`config.mk`:
```
export PLATFORM = sky130hd
export DESIGN_NAME = hazard_scoreboard
export DESIGN_NICKNAME = d
export VERILOG_FILES = /design/src/rtl/hazard_scoreboard.sv
export SDC_FILE = /design/constraint.sdc
export NUM_CORES = 1
export LEC_CHECK = 0
export ABC_AREA = 1
export BUFFER_PORTS_ARGS = -buffer_cell sky130_fd_sc_hd__buf_2
export CAP_MARGIN = 20
export CORE_MARGIN = 3
export CORE_UTILIZATION = 30
export CTS_BUF_LIST = sky130_fd_sc_hd__clkbuf_4 sky130_fd_sc_hd__clkbuf_8
export CTS_CLUSTER_DIAMETER = 40
export DETAILED_ROUTE_END_ITERATION = 7
export GPL_ROUTABILITY_DRIVEN = 0
export PLACE_DENSITY_LB_ADDON = 0.25
export SKIP_LAST_GASP = 1
export SYNTH_ARGS = -nofsm -noshare
export SYNTH_HDL_FRONTEND = slang
export SYNTH_SLANG_ARGS = --single-unit
```
`constraint.sdc`:
```
create_clock -name clk -period 3.03 [get_ports clk]
set_input_delay 0.1515 -clock clk [delete_from_list [all_inputs] [get_ports clk]]
set_output_delay 0.1515 -clock clk [all_outputs]
set_load 0.005 [all_outputs]
```
`src/rtl/hazard_scoreboard.sv`:
```
// Hazard scoreboard: E/M/W shadow pipeline of in-flight metadata driving stall, bypass selects and mult/div interlock.
// Outputs are combinational from tracked state plus D inputs; stall holds F/D and bubbles E, the shadow pipe never stalls.
module hazard_scoreboard #(
    parameter int REG_AW  = 5,
    parameter int TW      = 2,
    parameter int SRC_W   = 3,
    parameter int MD_LAT  = 5,
    parameter int DIV_LAT = 10
) (
    input  logic              clk,
    input  logic              reset,
    input  logic              d_valid,
    input  logic [REG_AW-1:0] d_rs,
    input  logic [REG_AW-1:0] d_rt,
    input  logic              d_use_rs,
    input  logic              d_use_rt,
    input  logic [TW-1:0]     d_tuse_rs,
    input  logic [TW-1:0]     d_tuse_rt,
    input  logic [REG_AW-1:0] d_dst,
    input  logic [TW-1:0]     d_tnew,
    input  logic [SRC_W-1:0]  d_src,
    input  logic              d_md_start,
    input  logic              d_md_div,
    input  logic              d_md_use,
    input  logic              flush_e,
    output logic              stall,
    output logic [1:0]        fwd_rs_d,
    output logic [1:0]        fwd_rt_d,
    output logic [1:0]        fwd_rs_e,
    output logic [1:0]        fwd_rt_e,
    output logic              fwd_rt_m,
    output logic [SRC_W-1:0]  src_e,
    output logic [SRC_W-1:0]  src_m,
    output logic [SRC_W-1:0]  src_w,
    output logic              md_busy
);

    localparam int MAX_LAT = (DIV_LAT > MD_LAT) ? DIV_LAT : MD_LAT;
    localparam int CW      = $clog2(MAX_LAT + 1);

    typedef struct packed {
        logic              valid;
        logic [REG_AW-1:0] dst;
        logic [TW-1:0]     tnew;
        logic [SRC_W-1:0]  src;
        logic [REG_AW-1:0] rs;
        logic [REG_AW-1:0] rt;
        logic              use_rs;
        logic              use_rt;
        logic              md_start;
        logic              md_div;
    } entry_t;

    entry_t         ent_e, ent_m, ent_w;
    entry_t         d_entry;
    logic [CW-1:0]  md_cnt;
    logic           issue;
    logic           rs_req, rt_req, md_lock;

    function automatic logic hit(input entry_t e, input logic [REG_AW-1:0] r);
        return e.valid && (e.dst == r) && (r != '0);
    endfunction

    function automatic logic [TW-1:0] age(input logic [TW-1:0] t);
        return (t == '0) ? '0 : t - 1'b1;
    endfunction

    // Only the youngest matching producer counts; returns {stall_request, fwd_sel}.
    function automatic logic [2:0] resolve_d(input entry_t pe, input entry_t pm, input entry_t pw,
                                             input logic [REG_AW-1:0] r, input logic use_op,
                                             input logic [TW-1:0] tuse);
        logic [2:0]    res;
        logic [TW-1:0] t;
        logic [1:0]    sel;
        logic          found;
        res   = 3'b000;
        t     = '0;
        sel   = 2'b00;
        found = 1'b1;
        if (hit(pe, r)) begin
            t   = pe.tnew;
            sel = 2'b01;
        end else if (hit(pm, r)) begin
            t   = pm.tnew;
            sel = 2'b10;
        end else if (hit(pw, r)) begin
            t   = pw.tnew;
            sel = 2'b11;
        end else begin
            found = 1'b0;
        end
        if (use_op && found) begin
            if (t > tuse)
                res = 3'b100;
            else if (t == '0)
                res = {1'b0, sel};
        end
        return res;
    endfunction

    function automatic logic [1:0] resolve_e(input entry_t pm, input entry_t pw,
                                             input logic [REG_AW-1:0] r);
        logic [1:0] sel;
        sel = 2'b00;
        if (hit(pm, r) && pm.tnew == '0)
            sel = 2'b10;
        else if (hit(pw, r) && pw.tnew == '0)
            sel = 2'b11;
        return sel;
    endfunction

    always_comb begin
        d_entry          = '0;
        d_entry.valid    = 1'b1;
        d_entry.dst      = d_dst;
        d_entry.tnew     = d_tnew;
        d_entry.src      = d_src;
        d_entry.rs       = d_rs;
        d_entry.rt       = d_rt;
        d_entry.use_rs   = d_use_rs;
        d_entry.use_rt   = d_use_rt;
        d_entry.md_start = d_md_start;
        d_entry.md_div   = d_md_div;
    end

    always_comb begin
        {rs_req, fwd_rs_d} = resolve_d(ent_e, ent_m, ent_w, d_rs, d_use_rs, d_tuse_rs);
        {rt_req, fwd_rt_d} = resolve_d(ent_e, ent_m, ent_w, d_rt, d_use_rt, d_tuse_rt);
        md_lock = d_md_use && (md_busy || (ent_e.valid && ent_e.md_start));
        stall   = d_valid && (rs_req || rt_req || md_lock);
        issue   = d_valid && !stall && !flush_e;
    end

    always_comb begin
        fwd_rs_e = 2'b00;
        fwd_rt_e = 2'b00;
        if (ent_e.valid && ent_e.use_rs)
            fwd_rs_e = resolve_e(ent_m, ent_w, ent_e.rs);
        if (ent_e.valid && ent_e.use_rt)
            fwd_rt_e = resolve_e(ent_m, ent_w, ent_e.rt);
        fwd_rt_m = ent_m.valid && ent_m.use_rt && hit(ent_w, ent_m.rt) && (ent_w.tnew == '0);
    end

    assign src_e   = ent_e.valid ? ent_e.src : '0;
    assign src_m   = ent_m.valid ? ent_m.src : '0;
    assign src_w   = ent_w.valid ? ent_w.src : '0;
    assign md_busy = (md_cnt != '0);

    always_ff @(posedge clk) begin
        if (reset) begin
            ent_e <= '0;
            ent_m <= '0;
            ent_w <= '0;
        end else begin
            ent_e      <= issue ? d_entry : '0;
            ent_m      <= ent_e;
            ent_m.tnew <= age(ent_e.tnew);
            ent_w      <= ent_m;
            ent_w.tnew <= age(ent_m.tnew);
        end
    end

    // The busy count starts once the mult/div has occupied E for its cycle.
    always_ff @(posedge clk) begin
        if (reset)
            md_cnt <= '0;
        else if (ent_e.valid && ent_e.md_start)
            md_cnt <= ent_e.md_div ? CW'(DIV_LAT) : CW'(MD_LAT);
        else if (md_cnt != '0)
            md_cnt <= md_cnt - 1'b1;
    end

    logic unused_fields;
    assign unused_fields = ^{ent_m.rs, ent_m.use_rs, ent_m.md_start, ent_m.md_div,
                             ent_w.rs, ent_w.rt, ent_w.use_rs, ent_w.use_rt,
                             ent_w.md_start, ent_w.md_div};

endmodule

```
# == Word-level counts from Yosys, hierarchy flattened ==
# Index checks and enable logic that the tools add are counted.
# classes
add_sub_neg,3
mul,0
div,0
order_cmp,2
n_eq_ne,11
n_shift,0
n_mux,37
n_bitwise,1
reduce_logical,58
# ops
cell,n
$eq A5 B5 Y1,11
$mux W2,20
$logic_and A1 B1 Y1,38
$mux W25,1
$reduce_bool A5 Y1,5
$mux W3,7
$mux W4,3
$logic_not A2 Y1,5
$mux W1,6
$reduce_or A2 Y1,3
$gt A2 B2 Y1,2
$reduce_bool A4 Y1,1
$sub A2 B1 Y2 const B,2
$sub A4 B1 Y4 const B,1
$logic_or A1 B1 Y1,3
$logic_not A1 Y1,2
$reduce_bool A2 Y1,1
$not A1 Y1,1
# word_totals
register_bits,57
latchBits,0
mem_bits_rw,0
romBits,0
inputBits,33
out_inout_bits,20
memories,0

# == Longest topological paths before layout ==
# Gate-level depths: netlist of the first run.
# logic_depth
word_depth,18
mapped_depth,21
mapped_depth_nobuf,21

# == Worst setup path after synthesis of the first run ==
# Ideal clock, no wire load.
# synth_path
kind,flip-flop to flip-flop
start,register ent_m[23] (netlist name)
end,register ent_e[3] (netlist name)
setup_ps,62
arrival_ps,2225
t_required_ps,2968
setup_slack_ps,743
stages_incl_launch_ff,21
path_buffers,2
period_less_slack_ps,2287
path_cell_list,dfxtp_1 -> buf_2 -> inv_1 -> nand2_1 -> nand2_1 -> nand2_1 -> nor2_2 -> nand2_4 -> nand3_1 -> nand2_1 -> nand2_1 -> inv_1 -> ha_1 -> inv_1 -> nor2_1 -> o21ai_0 -> nor2_1 -> nand2_2 -> nand4_4 -> buf_8 -> nor2_2
# synth_via
elab_chain_len,16
elab_cells_between_ends,30
cone_classes,2 x order compare; 2 x eq/ne; 12 x mux; 1 x bitwise; 13 x reduce/logical
# synth_rtl
item,line,text
"start, declared",54,"entry_t ent_e, ent_m, ent_w;"
"start signal, assigned",156,ent_m <= ent_e;
$eq A5 B5 Y1,61,return e.valid && (e.dst == r) && (r != '0);
$logic_and A1 B1 Y1 (2 in series),61,
$mux W2,83,"end else if (hit(pm, r)) begin"
$mux W2,80,"if (hit(pe, r)) begin"
$gt A2 B2 Y1,93,if (t > tuse)
$mux W3,93,
$mux W3,92,if (use_op && found) begin
$logic_or A1 B1 Y1 (*) (2 in series),130,stall = d_valid && (rs_req || rt_req || md_lock);
$logic_and A1 B1 Y1 (*),130,
$logic_not A1 Y1 (*),131,issue = d_valid && !stall && !flush_e;
$logic_and A1 B1 Y1 (*) (2 in series),131,
$not A1 Y1 (no line) (*),n/a,
$reduce_or A2 Y1 (no line) (*),n/a,
"end signal, assigned",155,ent_e <= issue ? d_entry : '0;
"end, declared",54,
# Mark *: on every way between the ends. The rest lies on a longest branch, timed or not.
# A chain may end at the register's enable or synchronous reset.

# == Final worst setup path of the first run ==
# layout_path
start,register ent_m[22] (netlist name)
end,output port stall
# layout_via
elab_chain_len,11
elab_cells_between_ends,25
cone_classes,2 x order compare; 2 x eq/ne; 12 x mux; 9 x reduce/logical
# layout_rtl
item,line,text
$eq A5 B5 Y1,61,
$logic_and A1 B1 Y1 (2 in series),61,
$mux W2,83,
$mux W2,80,
$gt A2 B2 Y1,93,
$mux W3,93,
$mux W3,92,
$logic_or A1 B1 Y1 (*) (2 in series),130,
$logic_and A1 B1 Y1 (*),130,
"end, declared",26,"output logic stall,"
# Marks and branches as above.

==> flow_results.org, run 1 <==
** Logic synthesis
- Leading register cell type out of synthesis :: sky130_fd_sc_hd__dfxtp_1
- Most used standard cell by instance count after synthesis :: sky130_fd_sc_hd__nand2_1
- Sequential-to-total area share from yosys stat :: 0.358
- Post-Synthesis Cells :: 479
- In the post-synthesis netlist, the biggest area contributors are sky130_fd_sc_hd__dfxtp_1 (36%), sky130_fd_sc_hd__nand2_1 (13%), sky130_fd_sc_hd__inv_1 (9.7%), sky130_fd_sc_hd__nor2_1 (7.8%), sky130_fd_sc_hd__nor2_2 (4.7%).
- FF+latch count, synth :: 57
- Yosys cell types :: 35
- Count of flip-flops with a built-in enable after synthesis :: 0
- Yosys top cell area share :: 0.358
- Fraction of synthesis flops using an asynchronous set or reset pin :: 0
- Synthesized Nets :: 520
- Count of yosys warnings during synthesis :: 0
- Synthesized area :: 3180 um2
- Synth top cells by count :: sky130_fd_sc_hd__nand2_1 (113), sky130_fd_sc_hd__inv_1 (82), sky130_fd_sc_hd__nor2_1 (66)
- sky130_fd_sc_hd__dfxtp_1 takes more of the synthesized area than any other cell.
- Synth Area per Inst :: 6.65 um2

** Timing
- Worst slew pin tran :: 0.618 ns
- Setup repair after global routing left no endpoint under its margin.
- Aggregate negative setup slack :: 0 ns
- The final hold violation count is 0.
- Total setup violations reported at the end of the flow :: 0
- Final clock period utilization by the worst path :: 0.908
- On the final layout, the worst hold slack is 0.0354 ns.
- Worst Clk Skew :: 0.00868 ns
- Headroom to the max-slew limit came out at 0.588.
- The final-report max-slew violation count is 0.
- For this run, the top clock speed supported by timing is around 360 MHz.
- The clock period could shrink to 2.75 ns.

** Placed design
- Port buffering added 52 buffers.
- After detailed placement, the design holds a cell count of 657.
- Detailed placement ended at an HPWL of 6.63 mm.

** CTS
- The clock passes through at most 2 buffers.
- Clock transition time at the flip-flop clock pins of the worst setup and hold paths :: 0.06 ns
- Clock tree from TritonCTS :: built
- CTS saw 57 sinks.
- For the worst-skew pair, the clock arrives at the later sink with an insertion delay of 0.33 ns.
- In this run, CTS created clock tree buffers numbering 9.
- CTS root buf :: sky130_fd_sc_hd__clkbuf_8
- H-Tree Depth :: 3

** Setup path
- Largest driver fanout on the critical path :: 6
- The number of cells on the worst reg-to-reg path is 18.
- STA classifies the critical path startpoint as a flip-flop.
- Data on the critical path is required at its endpoint by 2.88 ns.
- Launching instance or port of the critical path :: ent_m[22]
- Data arrival time at the worst-slack endpoint :: 2.60 ns
- Critical path capture point type :: output pin
- The setup path with the least slack is of type reg -> out.
- Critical register-to-register path startpoint :: ent_m[22]

** Global route
- The first global-routing pass estimated 13.8 mm of wire.
- Global-route usage over all layers :: 0.148
- GRT Residual Overflow :: 0
- Vias in the first global route :: 2920
- The number of antenna violations at the first check in global routing came to 0.
- Entering global routing, the biggest net connects 31 pins.

** Finish
- From synthesis to final layout, the design area changed by 20.1%.
- Number of antenna repair diodes :: 0
- After the last flow step, the layout net total stands at 577.
- Fraction of final layout cells sized beyond drive strength 1 :: 0.254
- The finished layout holds roughly 670 standard cells, fillers aside.

** Floorplanning
- Initial standard-cell utilization of the core :: 0.317
- The die covers around 12000 um2.
- Standard-cell rows :: 36
- Top-level I/O count :: 53
- The floorplan step set the die height to 109 um.
- The floorplan step set the die width to 109 um.
- In this run the standard cell core region covers 10000 um2.

** Drt
- Via count :: 3036
- Mean number of vias per cell :: 4.51
- The pre-antenna-repair detailed-routing pass consisted of 4 iterations.
- Per-cell routed wire length :: 12.6 um
- Routed WL :: 8.45 mm
- For this run, design rule violations remaining after detail routing come to 0.
- The detailed router finished its first iteration with ~190 violations.
- Count of antenna-violating nets left after detailed routing :: 0

** Power and ir drop
- Highest ir drop seen on vdd :: 493 uV
- Power spread over the standard cell area amounts to 510 nW/um2.
- In this run the static leakage power is 1.96 nW.

** Min path
- Class of the worst hold path :: in -> reg
- In this run the most critical hold path is launched from d_src[2].
- Hold path cells :: 3

** Job
- Max-cap violations in this run came to 0.

** Run status
- Status :: completed
## state kept, by name, summed over array words and instances (netlist names)
register  cells
md_cnt        4
ent_m        17
ent_e        25
ent_w        11
## power by group
| part | switching [W] | total (W) | internal, W |
|---|---|---|---|
| Combinational | 0.000228 | 0.000383 | 0.000155 |
| Clock | 0.000292 | 0.000718 | 0.000426 |
| Sequential | 0.0000448 | 0.000847 | 0.000802 |
## cell type report
| cell class | instances | area, um2 |
|---|---|---|
| clock buffers | 12 | 159 |
| multi-input cells | 318 | 1650 |
| repair buffers | 54 | 288 |
| inverters | 96 | 360 |
| flip-flops and latches | 57 | 1160 |
| well taps | 133 | 166 |
| clock inverters | 3 | 40.0 |
| fillers | 1099 | 6220 |
## cell usage in the layout (no fill, tap or decap), drive strengths merged, types with 2 or more instances in the layout
| cell type | n |
|---|---|
| nor3 | 5 |
| or2 | 2 |
| clkinv | 2 |
| xor2 | 6 |
| o2111ai | 3 |
| o22ai | 7 |
| dfxtp | 57 |
| nand4 | 6 |
| nand3 | 30 |
| nor3b | 2 |
| xnor2 | 6 |
| clkbuf | 12 |
| nand2 | 118 |
| inv | 96 |
| nor2 | 92 |
| buf | 54 |
| a21oi | 11 |
| o21ai | 13 |
| ha | 8 |
## metal layers
| metal | up-vias | GRT usage | wire, um |
|---|---|---|---|
| met5 | - | 0 | 0 |
| li1 | 1580 | - | - |
| met1 | 1346 | 0.207 | 4200 |
| met3 | 15 | 0.0326 | 513 |
| met4 | 0 | 0.0469 | 138 |
| met2 | 95 | 0.228 | 3600 |
## cells by family after synthesis
logic type                 share of synthesized area
and+or+nand+nor                                0.369
buffers and inverters                          0.131
DFF                                            0.358
AOI/OAI and AO/OA                             0.0774
xor gates and xnor gates                      0.0330
adders and majority gates                     0.0314
## worst max-delay path: stages (launching register included)
cell                      delay [ns]
sky130_fd_sc_hd__dfxtp_2        0.37
sky130_fd_sc_hd__inv_1          0.13
sky130_fd_sc_hd__nand2_1        0.09
sky130_fd_sc_hd__nand4_1        0.17
sky130_fd_sc_hd__nor2_4         0.18
sky130_fd_sc_hd__nand2_2        0.10
sky130_fd_sc_hd__nand3_1        0.09
sky130_fd_sc_hd__nand2_1        0.05
sky130_fd_sc_hd__nand2_1        0.07
sky130_fd_sc_hd__inv_1          0.04
sky130_fd_sc_hd__ha_1           0.28
sky130_fd_sc_hd__inv_1          0.06
sky130_fd_sc_hd__nor2_1         0.03
sky130_fd_sc_hd__o21ai_1        0.13
sky130_fd_sc_hd__nor2_1         0.07
sky130_fd_sc_hd__nand2_2        0.11
sky130_fd_sc_hd__nand3_1        0.08
sky130_fd_sc_hd__nand2_1        0.06
sky130_fd_sc_hd__inv_1          0.03
sky130_fd_sc_hd__buf_2          0.11
## timing repair
action,CTS,global route
gates resized for setup,0,22
hold endpoints to repair,0,0
hold buffers,0,0
setup buffers,0,1
setup endpoints to repair,0,5
## final timing paths
| check | to | slack, ns |
|---|---|---|
| max | stall | 0.28 |
| min | ent_e[16] | 0.04 |
| max reg2reg | ent_e[6] | 0.55 |
| min reg2reg | ent_m[16] | 0.42 |
## metrics by stage
stage / util / instance area [um2] / power (W) / setup slack, ns
finish: 0.381 / 3820 / 0.00195 / 0.280
global route: 0.381 / 3820 / 0.00206 / 0.00289
CTS: 0.376 / 3770 / 0.00196 / 0.0673
detailed placement: 0.356 / 3570 / 0.00124 / 0.391
global placement: 0.356 / 3570 / 0.00124 / 0.428
floorplan: - / 3180 / 0.00113 / 0.743
No activity file was read; power rests on OpenSTA's default activity.
==> run 2, diff against run 1 <==
CORE_MARGIN = unset   (was 3)
==> run 2 against run 1 <==
Against the previous run:
- register-to-register slack lost 0.14 ns
- final area up 0.65%
- hold slack better by 0.0066 ns
- sequential power down 0.6%
- die area is 7.2% lower
- via count shrank 0.36%
- clock skew down 0.0010 ns
- sequential share of layout area about the same
- total power is 0.14% higher
- global-route usage grew 1.5 points
- non-clock buffer count is 4 higher
==> flow_results.org, run 2 (synthesis results as in run 1) <==
** Run status
- Status :: completed

** Drt
- In the routed layout, each cell is associated on average with a via count of 4.44.
- Remaining DRCs :: 0
- The first TritonRoute pass finished after 4 iterations.
- Initial DRC Count :: 144
- Count of antenna-violating nets left after detailed routing :: 0
- Per-cell routed wire length :: 12.5 um
- The final route contains 3025 vias.
- Routed WL :: 8.55 mm

** Min path
- Hold path cells :: 3
- Min-Delay Endpoint :: ent_e[17]
- The worst hold path belongs to the class in -> reg.
- The startpoint identified for the worst hold timing path is d_tnew[0].

** Setup path
- Required time of the critical path :: 2.88 ns
- Worst r2r path cells :: 18
- The startpoint identified for the worst register-to-register timing path is ent_m[20].
- Type of the worst setup path :: reg -> out
- In this run the register-to-register setup slack is 0.41 ns.
- Endpoint of the worst register-to-register path :: ent_e[9]
- STA classifies the critical path endpoint as an output pin.
- Data arrival time at the worst-slack endpoint :: 2.60 ns
- Largest driver fanout on the critical path :: 7
- Startpoint type of the worst setup path :: flip-flop

** Finish
- Counting flops per register, the top entry is ent_e.
- The number of antenna diodes in the final layout is 0.
- Of the cells placed in the final design, the portion with a size suffix greater than 1 is 0.264.
- After the last flow step, the layout net total stands at 581.
- The count of cells in the finished layout, fillers not included, comes to 681.
- Leading cell types in the layout, fill and taps excluded :: sky130_fd_sc_hd__nand2_1 (112), sky130_fd_sc_hd__inv_1 (79), sky130_fd_sc_hd__nor2_1 (65)
- Area added between synthesis and finish :: 20.9%
- Leading registers by flop count :: ent_e: 25 flops, ent_m: 17 flops, ent_w: 11 flops
- Flip-flop count of the largest register, all copies and words added :: 25
- Most frequent standard cell in the layout excluding fill and tap cells :: sky130_fd_sc_hd__nand2_1

** Global route
- Across every metal layer, demand over resource in global routing totals 0.164.
- Antenna violations before repair :: 0
- The first global-routing pass estimated 14.2 mm of wire.
- Summed over all layers, the global routing overflow is 0.
- Entering global routing, the biggest net connects 31 pins.
- Vias in the first global route :: ~3k

** Power and ir drop
- In this run the static leakage power is between 1.5 and 2 nW.
- Power Dens Cells :: around 510 nW/um2
- Across the VDD grid, the largest voltage drop is 327 uV.
- Total Power Consumption :: 0.00195 W

** Timing
- Worst slew pin tran :: between 0.6 and 0.7 ns
- Fin. Hold Viols :: 0
- Setup violations remaining at the end of the flow were counted as 0.
- Worst hold margin :: 0.0420 ns
- Final clock period utilization by the worst path :: 0.907
- Setup repair after global routing missed its margin :: false
- Based on the critical path, the design can be clocked at up to 364 MHz.
- Total count of max-transition violations in the final report :: 0
- Adding up every negative setup slack in the final design gives 0 ns.
- The routed design could run at a clock period as short as 2.75 ns.
- On the final layout, the worst clock skew is about 0.0076 ns.
- Measured against its own limit, the worst slew margin works out to 0.574.
- Post-layout worst setup margin :: 0.281 ns

** Job
- Maxcap violations :: 0

** Floorplanning
- Die extent in x :: 105 um
- Initial standard-cell utilization of the core :: 0.308
- After floorplanning, the core was sized to cover 10300 um2.
- In this run the count of I/O pins placed on the die edge is 53.
- The die covers 11000 um2.
- Standard-cell rows :: 37
- Die Y :: 105 um

** Placed design
- Counting tap cells, the placed design contains a total of 661 instances.
- Detailed placement ended at an HPWL of 6.64 mm.
- Timing analysis after detailed placement gives a worst setup slack of 0.263 ns.
- The count of buffers added on input and output ports is 52.

** CTS
- Counting the buffers created by CTS gives 9.
- The clock passes through at most 2 buffers.
- CTS root buf :: sky130_fd_sc_hd__clkbuf_8
- Clock insertion delay at the later pin of the skew report :: 0.33 ns
- Clock transition time at the flip-flop clock pins of the worst setup and hold paths :: 0.07 ns
- Buffers inserted to repair hold after CTS numbered 0.
- CTS sink cnt :: 57
- Clock tree from TritonCTS :: built
- H-Tree Depth :: 3
-- run 2: cell types whose count changed in the layout (fill, tap and decap cells not counted), sizes merged --
cell | previous run | this run
buf | 54 | 58
clkbuf | 12 | 13
-- run 2: worst max-delay path, stage by stage (launching register included) --
cell and delay, ns:
sky130_fd_sc_hd__dfxtp_1 0.37, sky130_fd_sc_hd__inv_2 0.10, sky130_fd_sc_hd__nand2_1 0.07, sky130_fd_sc_hd__nand3_1 0.09
sky130_fd_sc_hd__nor2_2 0.24, sky130_fd_sc_hd__nand2_4 0.10, sky130_fd_sc_hd__nand3_1 0.09, sky130_fd_sc_hd__nand2_1 0.05
sky130_fd_sc_hd__nand2_1 0.07, sky130_fd_sc_hd__inv_1 0.05, sky130_fd_sc_hd__ha_1 0.28, sky130_fd_sc_hd__inv_1 0.06
sky130_fd_sc_hd__nor2_1 0.03, sky130_fd_sc_hd__o21ai_1 0.19, sky130_fd_sc_hd__nor2_1 0.07, sky130_fd_sc_hd__nand2_2 0.10
sky130_fd_sc_hd__nand3_1 0.09, sky130_fd_sc_hd__nand2_1 0.07, sky130_fd_sc_hd__inv_1 0.03, sky130_fd_sc_hd__buf_2 0.11
-- run 2: per-stage QoR --
step | utilization | instance area [um2]
2_1_floorplan | - | 3180
3_3_place_gp | 0.346 | 3570
3_5_place_dp | 0.346 | 3570
4_1_cts | 0.365 | 3770
5_1_grt | 0.373 | 3850
6_report | 0.373 | 3850
-- run 2: timing repair --
| action | in CTS | in global routing |
|---|---|---|
| setup endpoints to repair | 0 | 27 |
| buffers inserted | 0 | 4 |
| resized for setup | 0 | 26 |
-- run 2: routing by layer --
metal | vias to the layer above | global-route usage | wire length [um]
li1 | 1585 | - | -
met1 | 1344 | 0.219 | 4240
met2 | 80 | 0.254 | 3750
met3 | 16 | 0.0318 | 365
met4 | 0 | 0.0724 | 192
met5 | - | 0 | 0
-- run 2: worst max-delay path by stage --
stage                         start        to  slack (ns)  depth (start not counted)
after global routing      ent_m[20]     stall       0.008                         19
after detailed placement  ent_m[24]  ent_e[5]        0.26                         18
after floorplan           ent_m[23]  ent_e[3]        0.74                         20
after global placement    ent_m[24]  ent_e[4]        0.37                         18
after CTS                 ent_m[24]     stall        0.04                         19
final                     ent_m[20]     stall        0.28                         19
-- run 2: where the power goes --
part / switching (W) / internal (W) / leakage, nW
logic: 0.000233 / 0.000153 / 1.42
registers: 0.0000421 / 0.000800 / 0.469
clock network: 0.000294 / 0.000428 / 0.108
-- run 2: layout make-up --
cell class	count	area (um2)
Fill cell	1104	6480
Multi-Input combinational cell	318	1650
Sequential cell	57	1170
Inverter	96	360
Timing Repair Buffer	58	305
Tap cell	136	170
Clock buffer	13	160
Clock inverter	3	40.0
